==> config.mk <==
export PLATFORM = sky130hd
export DESIGN_NAME = src_select_ctrl
export DESIGN_NICKNAME = d
export VERILOG_FILES = /design/src/rtl/src_select_pkg.sv /design/src/rtl/src_activity_det.sv /design/src/rtl/src_select_ctrl.sv
export SDC_FILE = /design/constraint.sdc
export NUM_CORES = 1
export LEC_CHECK = 0
export BUFFER_PORTS_ARGS = -buffer_cell sky130_fd_sc_hd__buf_2
export CORE_UTILIZATION = 59
export DETAILED_ROUTE_END_ITERATION = 10
export PLACE_DENSITY = 0.86
export SLEW_MARGIN = 5
export SYNTH_ARGS = -nofsm -noshare
export SYNTH_HDL_FRONTEND = slang
export SYNTH_SLANG_ARGS = --single-unit
==> constraint.sdc <==
create_clock -name mck -period 1.86 [get_ports mck]
set_input_delay 0.093 -clock mck [delete_from_list [all_inputs] [get_ports mck]]
set_output_delay 0.093 -clock mck [all_outputs]
set_load 0.005 [all_outputs]
==> src/rtl/src_select_pkg.sv <==
`default_nettype none
// ============================================================================
// src_select_pkg : shared FSM encoding, source codes and default constants
// Rev 1.0
// ============================================================================
package src_select_pkg;

    typedef enum logic [2:0] {
        ST_NOSIG  = 3'd0,
        ST_SETTLE = 3'd1,
        ST_RUN    = 3'd2,
        ST_DRAIN  = 3'd3,
        ST_SWAP   = 3'd4
    } state_e;

    localparam logic SEL_EXT  = 1'b0;
    localparam logic SEL_AES3 = 1'b1;

    localparam int DEF_WIN_CYCLES    = 4096;
    localparam int DEF_MIN_EDGES     = 4;
    localparam int DEF_MUTE_FRAMES   = 8;
    localparam int DEF_SETTLE_FRAMES = 16;

    function automatic int max2(input int a, input int b);
        return (a > b) ? a : b;
    endfunction

endpackage
`default_nettype wire

==> src/rtl/src_activity_det.sv <==
`default_nettype none
// ============================================================================
// src_activity_det : LRCK synchroniser, rising-edge pulse and windowed presence
// Rev 1.0
// ============================================================================
module src_activity_det
    import src_select_pkg::*;
#(
    parameter int WIN_CYCLES = DEF_WIN_CYCLES,
    parameter int MIN_EDGES  = DEF_MIN_EDGES
) (
    input  logic mck,
    input  logic rst_n,
    input  logic lrck_i,
    input  logic active_i,
    output logic edge_o,
    output logic present_o
);

    localparam int WIN_W  = $clog2(WIN_CYCLES);
    localparam int EDGE_W = $clog2(MIN_EDGES + 1);

    // [0] first stage, [1] synced level, [2] previous synced level
    logic [2:0]        lrck_sync_q;
    logic [1:0]        act_sync_q;
    logic [WIN_W-1:0]  win_q;
    logic [EDGE_W-1:0] edges_q;
    logic              present_q;
    logic              w_wrap;

    assign edge_o    = lrck_sync_q[1] & ~lrck_sync_q[2];
    assign w_wrap    = (win_q == WIN_W'(WIN_CYCLES - 1));
    assign present_o = present_q;

    always_ff @(posedge mck or negedge rst_n) begin
        if (!rst_n) begin
            lrck_sync_q <= '0;
            act_sync_q  <= '0;
            win_q       <= '0;
            edges_q     <= '0;
            present_q   <= 1'b0;
        end else begin
            lrck_sync_q <= {lrck_sync_q[1:0], lrck_i};
            act_sync_q  <= {act_sync_q[0], active_i};
            if (w_wrap) begin
                win_q     <= '0;
                present_q <= (edges_q >= EDGE_W'(MIN_EDGES)) && act_sync_q[1];
                // an edge on the wrap cycle belongs to the new window
                edges_q   <= edge_o ? EDGE_W'(1) : '0;
            end else begin
                win_q <= win_q + WIN_W'(1);
                if (edge_o && (edges_q < EDGE_W'(MIN_EDGES)))
                    edges_q <= edges_q + EDGE_W'(1);
            end
        end
    end

endmodule
`default_nettype wire

==> src/rtl/src_select_ctrl.sv <==
`default_nettype none
// ============================================================================
// src_select_ctrl : click-free ext / AES3 I2S source switchover controller
// Rev 1.0
// ============================================================================
module src_select_ctrl
    import src_select_pkg::*;
#(
    parameter int WIN_CYCLES    = DEF_WIN_CYCLES,
    parameter int MIN_EDGES     = DEF_MIN_EDGES,
    parameter int MUTE_FRAMES   = DEF_MUTE_FRAMES,
    parameter int SETTLE_FRAMES = DEF_SETTLE_FRAMES
) (
    input  logic       mck,
    input  logic       rst_n,
    input  logic       ext_bck,
    input  logic       ext_lrck,
    input  logic       ext_data,
    input  logic       rx_bck,
    input  logic       rx_lrck,
    input  logic       rx_data,
    input  logic       rx_active,
    input  logic       sel_req,
    output logic       bck,
    output logic       lrck,
    output logic       data,
    output logic       cur_sel,
    output logic       mute,
    output logic       ext_present,
    output logic       rx_present,
    output logic [2:0] state
);

    localparam int FRM_MAX = max2(MUTE_FRAMES, SETTLE_FRAMES);
    localparam int FRM_W   = $clog2(FRM_MAX + 1);

    logic             ext_edge;
    logic             rx_edge;
    logic [1:0]       sel_sync_q;
    state_e           state_q;
    logic             cur_sel_q;
    logic             mute_q;
    logic [FRM_W-1:0] frm_cnt_q;

    logic w_sel_sync;
    logic w_sel_chg;
    logic w_pres;
    logic w_edge;

    src_activity_det #(.WIN_CYCLES(WIN_CYCLES), .MIN_EDGES(MIN_EDGES)) u_ext_det (
        .mck       (mck),
        .rst_n     (rst_n),
        .lrck_i    (ext_lrck),
        .active_i  (1'b1),
        .edge_o    (ext_edge),
        .present_o (ext_present)
    );

    src_activity_det #(.WIN_CYCLES(WIN_CYCLES), .MIN_EDGES(MIN_EDGES)) u_rx_det (
        .mck       (mck),
        .rst_n     (rst_n),
        .lrck_i    (rx_lrck),
        .active_i  (rx_active),
        .edge_o    (rx_edge),
        .present_o (rx_present)
    );

    assign w_sel_sync = sel_sync_q[1];
    assign w_sel_chg  = (w_sel_sync != cur_sel_q);
    assign w_pres     = (cur_sel_q == SEL_AES3) ? rx_present : ext_present;
    assign w_edge     = (cur_sel_q == SEL_AES3) ? rx_edge    : ext_edge;

    always_ff @(posedge mck or negedge rst_n) begin
        if (!rst_n) begin
            sel_sync_q <= '0;
            state_q    <= ST_NOSIG;
            cur_sel_q  <= SEL_EXT;
            mute_q     <= 1'b1;
            frm_cnt_q  <= '0;
        end else begin
            sel_sync_q <= {sel_sync_q[0], sel_req};
            mute_q     <= 1'b1;
            case (state_q)
                ST_NOSIG: begin
                    frm_cnt_q <= '0;
                    if (w_sel_chg)
                        state_q <= ST_SWAP;
                    else if (w_pres)
                        state_q <= ST_SETTLE;
                end
                ST_SETTLE: begin
                    if (w_sel_chg)
                        state_q <= ST_SWAP;
                    else if (!w_pres)
                        state_q <= ST_NOSIG;
                    else if (frm_cnt_q == FRM_W'(SETTLE_FRAMES)) begin
                        state_q <= ST_RUN;
                        mute_q  <= 1'b0;
                    end else if (w_edge)
                        frm_cnt_q <= frm_cnt_q + FRM_W'(1);
                end
                ST_RUN: begin
                    if (w_sel_chg || !w_pres) begin
                        state_q   <= ST_DRAIN;
                        frm_cnt_q <= '0;
                    end else
                        mute_q <= 1'b0;
                end
                ST_DRAIN: begin
                    // a lost source has no frames left to drain
                    if ((frm_cnt_q == FRM_W'(MUTE_FRAMES)) || !w_pres)
                        state_q <= ST_SWAP;
                    else if (w_edge)
                        frm_cnt_q <= frm_cnt_q + FRM_W'(1);
                end
                ST_SWAP: begin
                    cur_sel_q <= w_sel_sync;
                    frm_cnt_q <= '0;
                    state_q   <= ST_NOSIG;
                end
                default: begin
                    frm_cnt_q <= '0;
                    state_q   <= ST_NOSIG;
                end
            endcase
        end
    end

    assign bck     = (cur_sel_q == SEL_AES3) ? rx_bck  : ext_bck;
    assign lrck    = (cur_sel_q == SEL_AES3) ? rx_lrck : ext_lrck;
    assign data    = mute_q ? 1'b0 : ((cur_sel_q == SEL_AES3) ? rx_data : ext_data);
    assign cur_sel = cur_sel_q;
    assign mute    = mute_q;
    assign state   = state_q;

endmodule
`default_nettype wire

# Word-level counts from Yosys, hierarchy flattened
# Index checks and enable logic that the tools add are counted.
word_totals:
  regBits: 54
  latchBits: 0
  ram_bits: 0
  rom_bits: 0
  out_inout_bits: 10
  wordCells: 91
  n_memories: 0
op_classes:
  add_sub_neg: 5
  multipliers: 0
  div: 0
  magnitude_cmp: 4
  eq_ne: 17
  shifts: 0
  n_mux: 34
  bitwise_logic: 4
  reduce_logical: 12
op_table:
  columns: ["cell", "n"]
  rows:
  - ["3-bit 2-to-1 mux", 11]
  - ["5-bit 2-to-1 mux", 6]
  - ["12-bit by 1-bit adder with 12-bit output, second input constant", 2]
  - ["12-bit equality test, second input constant", 2]
  - ["12-bit 2-to-1 mux", 2]
  - ["5-bit case mux with 3 select lines", 1]
  - ["1-bit 2-to-1 mux", 12]
  - ["2-bit inequality test, second input constant", 6]
  - ["3-bit case mux with 4 select lines", 1]
  - ["3-bit by 1-bit adder with 3-bit output, second input constant", 2]
  - ["3-bit by 2-bit equality test with 1-bit output, second input constant", 2]
  - ["3-bit >= comparator, second input constant", 2]
  - ["3-bit < comparator, second input constant", 2]
  - ["5-bit by 1-bit adder with 5-bit output, second input constant", 1]
  - ["5-bit by 4-bit equality test with 1-bit output, second input constant", 1]
  - ["5-bit equality test, second input constant", 1]
  - ["5-bit AND reduction", 1]
  - ["1-bit logical AND", 4]
  - ["4-bit inequality test, second input constant", 1]
  - ["4-bit AND reduction", 1]
  - ["2-bit nonzero test", 2]
  - ["3-bit by 1-bit equality test with 1-bit output, second input constant", 1]
  - ["3-bit equality test, second input constant", 1]
  - ["3-bit logical NOT", 1]
  - ["other kinds (7)", 10]

# Longest topological paths before layout
# Gate-level depths: netlist of the first run.
depth:
  ltp_word: 8
  mapped_depth: 7

# Cells and area by module
# A second synthesis of the first run with hierarchy kept.
unflattened:
  hier_cells: 229
  hier_area_um2: 2547.4
by_module_without_submodules:
  columns: ["mod", "n_inst", "cells_per_inst", "area_per_inst_um2", "seq_area_each_um2"]
  rows:
  - ["src_activity_det", 2, 75, 887.1, 525.5]
  - ["src_select_ctrl", 1, 79, 773.2, 301.5]

# Least setup slack after synthesis of the first run
# No wires, ideal clock.
synth_path:
  path_kind: "reg2reg"
  from: "reg u_ext_det.win_q[0]"
  to: "reg u_ext_det.edges_q[0]"
  setup_ns: 0.095
  arrival_ns: 1.472
  required_time_ns: 1.765
  setup_slack_ns: 0.293
  stages_incl_launch_ff: 7
  period_less_slack_ns: 1.567
  cell_sequence: "dfrtp_1 -> ha_1 -> nand3_1 -> nor3_2 -> and3_1 -> mux2_1 -> o31ai_1"
synth_via:
  elab_chain_len: 2
synth_lines:
  columns: ["item", "line_no", "text"]
  rows:
  - ["start, declared", "src_activity_det.sv:26", "logic [WIN_W-1:0] win_q;"]
  - ["start signal, assigned", "src_activity_det.sv:51", "win_q <= win_q + WIN_W'(1);"]
  - ["12-bit equality test *", "src_activity_det.sv:32", "assign w_wrap = (win_q == WIN_W'(WIN_CYCLES - 1));"]
  - ["3-bit 2-to-1 mux / 2-bit nonzero test (equally long branches)", null, null]
  - ["end signal, assigned", "src_activity_det.sv:49", "edges_q <= edge_o ? EDGE_W'(1) : '0;"]
  - ["end signal, assigned", "src_activity_det.sv:53", "edges_q <= edges_q + EDGE_W'(1);"]
  - ["end, declared", "src_activity_det.sv:27", "logic [EDGE_W-1:0] edges_q;"]
# Mark *: on every way between the ends. The rest lies on a longest branch, timed or not.
# A chain may end at the register's enable or synchronous reset.

# Worst setup path in the final report of the first run
layout_path:
  from: "reg frm_cnt_q[0]"
  to: "reg frm_cnt_q[1]"
layout_via:
  elab_chain_len: 6
layout_lines:
  columns: ["item", "line_no", "text"]
  rows:
  - ["start, declared", "src_select_ctrl.sv:43", "logic [FRM_W-1:0] frm_cnt_q;"]
  - ["start signal, assigned", "src_select_ctrl.sv:100", "frm_cnt_q <= frm_cnt_q + FRM_W'(1);"]
  - ["start signal, assigned", "src_select_ctrl.sv:114", "frm_cnt_q <= frm_cnt_q + FRM_W'(1);"]
  - ["5-bit by 1-bit adder with 5-bit output", "src_select_ctrl.sv:100, src_select_ctrl.sv:114", null]
  - ["5-bit 2-to-1 mux", "src_select_ctrl.sv:99, src_select_ctrl.sv:113", null]
  - ["5-bit 2-to-1 mux", "src_select_ctrl.sv:96", "else if (frm_cnt_q == FRM_W'(SETTLE_FRAMES)) begin"]
  - ["5-bit 2-to-1 mux", "src_select_ctrl.sv:94", "else if (!w_pres)"]
  - ["5-bit 2-to-1 mux", "src_select_ctrl.sv:92", "if (w_sel_chg)"]
  - ["5-bit case mux with 3 select lines", "src_select_ctrl.sv:83", "case (state_q)"]
# Several ways; a longest one is shown, not always the timed one. The select of a mux whose other input is x is not followed.

==> results.md, run 1 <==
* Status: complete, no violations
* R2R Path Start: frm_cnt_q[0]
* Clk buf depth at 2
* Synthesized area per cell at 10.8 um2
* First-pass GRT wire length at 7.48 mm
* Crit Path Class: flop to flop
* Total CTS buffers at 5
* CP Data Required Time at 2100 ps
* Final Util at 0.704
* Drt pass-1 iters at 4
* Asr flop ratio synth at 1.00
* Synth Flop Type: dfrtp_1
* Drt drc at 0
* Worst-margin pin slew at 574 ps
* P_leak at 1.29 nW
* Row Count at 23
* Final Cell Area at 2820 um2
* Antenna fix cells at 0
* CP arrival at 1970 ps
* Metal-1 WL at 1.88 mm
* Pwr/cell area at 888 nW/um2
* Final Max Tran Viols at 0
* Ports at 20
* Worst reg2reg path depth at 7
* Initial core utilization at 0.615
* Clk slew on worst S/H paths at 90 ps
* Number of synthesized register bits at 54
* Port bufs at 19
* Antenna violations before repair at 0
* Vias/cell at 5.65
* Fillcell total at 293
* Wirelength, routed at 4.38 mm
* Final setup viols at 0
* Post-DR wirelength/cell at 14.0 um
* Highest Signal Layer: met4
* Die ar. at 4430 um2
* Post-route ant nets at 0
* Cell variety after synth at 43
* Worst-skew pair later-pin latency at 310 ps
* Post-synthesis sequential area ratio at 0.550
* CTS Sinks at 54
* Setup Buffers After CTS at 0
* Setup crit start kind: flop
* TritonCTS clock tree: done
* WL met3 at 202 um
* Cell Area, Synth at 2460 um2
* Hold crit path type: input port to asynchronous set/reset pin
* Worst Clk Skew at 10.6 ps
* Number of warning messages in the yosys log at 0
* Vias in the first global route at 1720
* Maximum VDD drop at 0.000624 V
* TNS Setup at 0 ps
* Grt ovf at 0
* First DRT Iteration DRCs at 161
* Core area at 4000 um2
* HPWL Detailed at 3.04 mm
* Die X at 66.6 um
* Sequential cell area at 1350 um2
* Root Buffer: clkbuf_8
* Max-Cap Viols at 0
* RSZ-0062 raised after global routing: no
* Count of flip-flops with a built-in enable after synthesis at 0
* Layout Nets at 277
* Area Overhead vs Synth at 14.6%
* Crit Reg-Reg Endpoint: frm_cnt_q[1]
* R2R Setup Slk at 140 ps
* Period utilization at 0.926
* Metal2 WL at 2.22 mm
* Slew headroom at 0.617
* Routability-driven placement congestion ratio at 0.851
* Total number of vias at 1764
* Largest net degree at the start of global routing at 28
* Share of layout cells above drive strength 1 at 0.168
* Crit Path Max Fanout at 5
* Synthesized instance count at 228
* Crit. End Element: flop
* GRT Total Usage at 0.233
* Post-Syn Nets at 244
* CTS H-tree lvls at 2
* Multi-input gate area at 1060 um2
* Post-layout min period at 1720 ps
* FMAX at 580 MHz
* Final hold violations at 0
* CP startpoint: frm_cnt_q[0]
* Dpl cell area at 2640 um2
* Crit path capture: frm_cnt_q[1]
* DIE HEIGHT at 66.6 um
-- report_power, final --
group          leakage [nW]  switching (mW)  internal (mW)  total, mW
registers             0.677          0.0769           1.27       1.35
logic                 0.557           0.200          0.197      0.397
clock network        0.0524           0.355          0.403      0.758
total                  1.29           0.633           1.87       2.50
-- synth_stat cells, types with 3 or more instances --
cell type | count | area (um2)
o22a_1 | 3 | 26.3
nand2b_1 | 4 | 25.0
ha_1 | 6 | 75.1
mux2_1 | 4 | 45.0
o21ai_0 | 7 | 35.0
dfrtp_1 | 53 | 1330
nand2_1 | 21 | 78.8
nand3_1 | 11 | 55.1
a21oi_1 | 6 | 30.0
xnor2_1 | 9 | 78.8
inv_1 | 8 | 30.0
mux2i_1 | 4 | 40.0
nor2_1 | 28 | 105
nor2b_1 | 6 | 37.5
nor3_1 | 4 | 20.0
o21ai_1 | 4 | 20.0
xor2_1 | 10 | 87.6
nand4_1 | 4 | 25.0
nor3b_1 | 3 | 22.5
-- cell type report --
type | instances | share of cell area
clock buffer | 7 | 0.0271
timing repair buffer | 31 | 0.0702
multi-input combinational | 160 | 0.378
inverter | 9 | 0.0120
tap | 50 | 0.0222
clock inverter | 1 | 0.0107
sequential | 54 | 0.480
-- stage by stage --
stage	instances	hold WS [ps]	power, mW	worst slack, ps
6_report	312	306	2.50	137
5_1_grt	312	362	2.64	18.5
4_1_cts	312	318	2.53	75.5
3_5_place_dp	299	118	1.76	135
3_3_place_gp	299	112	1.74	193
2_1_floorplan	228	-203	1.61	293
-- cell usage in the layout, fill, tap and decap left out, drive strengths merged, types with 3 or more instances in the layout --
cell	count
o22a	3
mux2	4
ha	6
inv	8
nor2b	6
nand2b	4
dfrtp	53
buf	26
dlygate4sd3	5
nor2	28
xnor2	9
a21oi	6
nor3	6
nand3	11
nor3b	3
nand4	4
mux2i	4
nand2	21
xor2	10
o21ai	11
clkbuf	7
-- worst max-delay path, stage by stage (launching register included) --
cell	delay, ps
dfrtp_1	430
inv_1	80
ha_1	160
and4bb_2	310
a21oi_1	70
a2bb2oi_2	140
o2bb2ai_2	250
mux2i_1	210
-- what timing repair did --
item                                    CTS  global route
endpoints found under the setup margin    0             6
gates resized for setup                   0             4
hold buffers                              5             0
endpoints found under the hold margin    28             0
-- registers in the layout (all words and copies together), names as in the netlist, 2 cells and up --
name                   flops
u_ext_det.lrck_sync_q      3
frm_cnt_q                  5
u_ext_det.act_sync_q       2
state                      3
u_rx_det.edges_q           3
u_rx_det.act_sync_q        2
u_ext_det.edges_q          3
u_rx_det.lrck_sync_q       3
u_rx_det.win_q            12
u_ext_det.win_q           12
sel_sync_q                 2
-- routing by layer --
metal / track usage / up-vias
met5: 0 / -
met4: 0.112 / 0
li1: - / 851
met1: 0.298 / 865
met2: 0.374 / 43
met3: 0.0531 / 5
-- worst min-delay path by stage --
stage	end	cells past startpoint	slack, ps
finish	u_rx_det.edges_q[2]	2	310
detailed placement	u_rx_det.edges_q[2]	1	120
floorplan	cur_sel	0	-200
CTS	u_rx_det.edges_q[2]	2	320
global placement	u_rx_det.edges_q[2]	1	110
global route	u_rx_det.present_o	2	360
-- kinds of logic after synthesis --
group / count (synthesis) / synth area share
AO/OA/AOI/OAI: 34 / 0.0997
buffers and inverters: 14 / 0.0239
adder cells (fa/ha/maj): 6 / 0.0305
flip-flops: 54 / 0.550
multiplexers: 8 / 0.0346
AND/OR/NAND/NOR: 92 / 0.192
other: 1 / 0.00153
XOR/XNOR: 19 / 0.0677
Note: power is estimated with default switching activity, not from simulation.
==> inputs of run 2 (changes only) <==
==> constraint.sdc (replaced) <==
create_clock -name mck -period 1.7 [get_ports mck]
set_input_delay 0.085 -clock mck [delete_from_list [all_inputs] [get_ports mck]]
set_output_delay 0.085 -clock mck [all_outputs]
set_load 0.005 [all_outputs]
==> run 2 against run 1 <==
  * Global-route usage is 0.63 points higher
  * Cell count is 3.5% higher
  * Worst setup slack worse by 64 ps
  * Non-clock buffer count is 11 higher
  * Sequential power is 9.6% higher
  * Total power is 13% higher
  * Wire length is 4.9% higher
  * Flip-flop and latch count stayed put
  * Critical endpoint is now u_rx_det.edges_q[0]
  * Largest cell class unchanged
  * Highest routed layer unchanged
==> results.md, run 2 (same netlist as run 1, synthesis figures left out) <==
* Buf+Inv Stages, Crit Path at 0 (-1)
* Largest net degree at the start of global routing at 24 (-14%)
* Wirelength, routed at 4.60 mm (+4.9%)
* Layout Nets at 288 (+4.0%)
* Port bufs at 19 (unchanged)
* Dpl cell area at 2700 um2 (+2.3%)
* Antenna fix cells at 0 (unchanged)
* Pwr/cell area at 960 nW/um2 (+8.0%)
* Crit-path max cell delay at 370 ps (-60 ps)
* Final Cell Area at 2940 um2 (+4.5%)
* Crit Path Max Fanout at 3 (-2)
* Root Buffer: clkbuf_8
* Most frequent cells in the layout: dfrtp_1 (53), nor2_1 (28), nand2_1 (21)
* FMAX at 615 MHz (+5.9%)
* CP arrival at 1850 ps (-120 ps)
* Crit Path Class: flop to flop
* Worst-skew pair later-pin latency at 320 ps (about the same)
* Share of layout cells above drive strength 1 at 0.227 (+0.0592)
* Total CTS buffers at 5 (unchanged)
* Row Count at 23 (unchanged)
* Antenna violations before repair at 0 (unchanged)
* Maximum VDD drop at 0.000606 V (-2.9%)
* Initial core utilization at 0.615 (unchanged)
* Vias/cell at 5.60 (-1.0%)
* Hold crit path type: input port to asynchronous set/reset pin
* P_leak at 1.35 nW (+5.3%)
* Worst Clk Skew at 15.6 ps (+5.02 ps)
* Core area at 4000 um2 (unchanged)
* Drt drc at 0 (unchanged)
* Largest regs: u_ext_det.win_q x12, u_rx_det.win_q x12, frm_cnt_q x5
* Most common cell after layout, fill and taps aside: dfrtp_1
* First DRT Iteration DRCs at 179 (+11%)
* Non-filler instance count after layout at 323 (+3.5%)
* Total number of vias at 1808 (+2.5%)
* CTS Sinks at 54 (unchanged)
* Final setup viols at 0 (unchanged)
* Period utilization at 0.957 (+0.0307)
* Max-Cap Viols at 0 (unchanged)
* Setup crit start kind: flop
* Vias in the first global route at 1722 (+0.12%)
* CP top delay family: simple AND/OR/NAND/NOR gates
* Cells after DPL at 307 (+2.7%)
* Crit. End Element: flop
* Final hold violations at 0 (unchanged)
* Die X at 66.6 um (unchanged)
* Drt pass-1 iters at 4 (unchanged)
* Area Overhead vs Synth at 19.7%
* Grt ovf at 0 (unchanged)
* CTS H-tree lvls at 2 (unchanged)
* Clk slew on worst S/H paths at 110 ps (+20 ps)
* Routability-driven placement congestion ratio at 0.825 (-3.0%)
* Post-layout min period at 1630 ps (-96.0 ps)
* Post-route ant nets at 0 (unchanged)
* TritonCTS clock tree: done
* Status: complete, no violations
* Final Max Tran Viols at 0 (unchanged)
* Ports at 20 (unchanged)
* Slowest cell on crit path: dfrtp_1
* DIE HEIGHT at 66.6 um (unchanged)
* First-pass GRT wire length at 7.59 mm (+1.5%)
* Crit path cell chain: ha_1, nand3_1, nor3_2, and4_4, nor3b_1, a211o_1
* RSZ-0062 raised after global routing: yes
* HPWL Detailed at 3.26 mm (+7.2%)
* TNS Setup at 0 ps (unchanged)
* CP Data Required Time at 1920 ps (-180 ps)
* GRT Total Usage at 0.240 (+0.00631)
* Die ar. at 4430 um2 (unchanged)
* Post-DR wirelength/cell at 14.2 um (+1.3%)
* Clk buf depth at 2 (unchanged)
-- run 2: changes by cell type in the layout (fill, tap and decap cells not counted), sizes merged --
cell    change
buf        +11
clkbuf      -2
clkinv      +1
inv         +1
-- run 2: cell type report --
type	count	area, um2
Inverter	9	33.8
Timing Repair Buffer	42	280
Clock inverter	3	47.5
Fill cell	268	1060
Multi-Input combinational cell	160	1100
Clock buffer	5	68.8
Tap cell	50	62.6
Sequential cell	54	1350
-- run 2: path summary, 6_finish.rpt --
kind / slack, ps / from / to / cells after the start
max in group asynchronous: 780 / rst_n / u_ext_det.win_q[8] / 3
hold / removal: 230 / rst_n / u_rx_det.edges_q[1] / 2
setup reg to reg: 70 / u_rx_det.win_q[1] / u_rx_det.edges_q[0] / 6
min in group mck: 340 / u_ext_det.act_sync_q[0] / u_ext_det.act_sync_q[1] / 0
hold reg to reg: 340 / u_ext_det.act_sync_q[0] / u_ext_det.act_sync_q[1] / 0
setup / recovery: 70 / u_rx_det.win_q[1] / u_rx_det.edges_q[0] / 6
-- run 2: repair_timing --
item,CTS,global route
setup buffers,0,3
gates resized for setup,1,9
endpoints found under the setup margin,1,12
hold endpoints to repair,23,0
hold buffers,5,0
pin swaps,0,4
-- run 2: power breakdown --
group	switching (mW)	internal, mW
combinational	0.235	0.228
sequential	0.0907	1.39
clock	0.435	0.447
total	0.761	2.06
-- run 2: worst register-to-register path, stage by stage (launching register included) --
cell	delay [ps]
dfrtp_1	370
ha_1	190
nand3_1	120
nor3_2	300
and4_4	270
nor3b_1	50
a211o_1	230
-- run 2: per-layer routing --
layer / vias to the layer above / part of all wire / global-route usage
met5: - / 0 / 0
met4: 0 / 0.013 / 0.101
met2: 47 / 0.50 / 0.391
li1: 867 / - / -
met1: 887 / 0.43 / 0.300
met3: 7 / 0.056 / 0.0616
-- run 2: through the flow --
stage	util	setup WS (ps)	hold WS (ps)	power, mW
3_5_place_dp	0.676	17.1	66.4	1.94
6_report	0.736	72.9	235	2.82
4_1_cts	0.718	1.75	243	2.83
3_3_place_gp	0.676	96.6	63.6	1.91
2_1_floorplan	-	133	-211	1.76
5_1_grt	0.736	-19.0	288	2.98
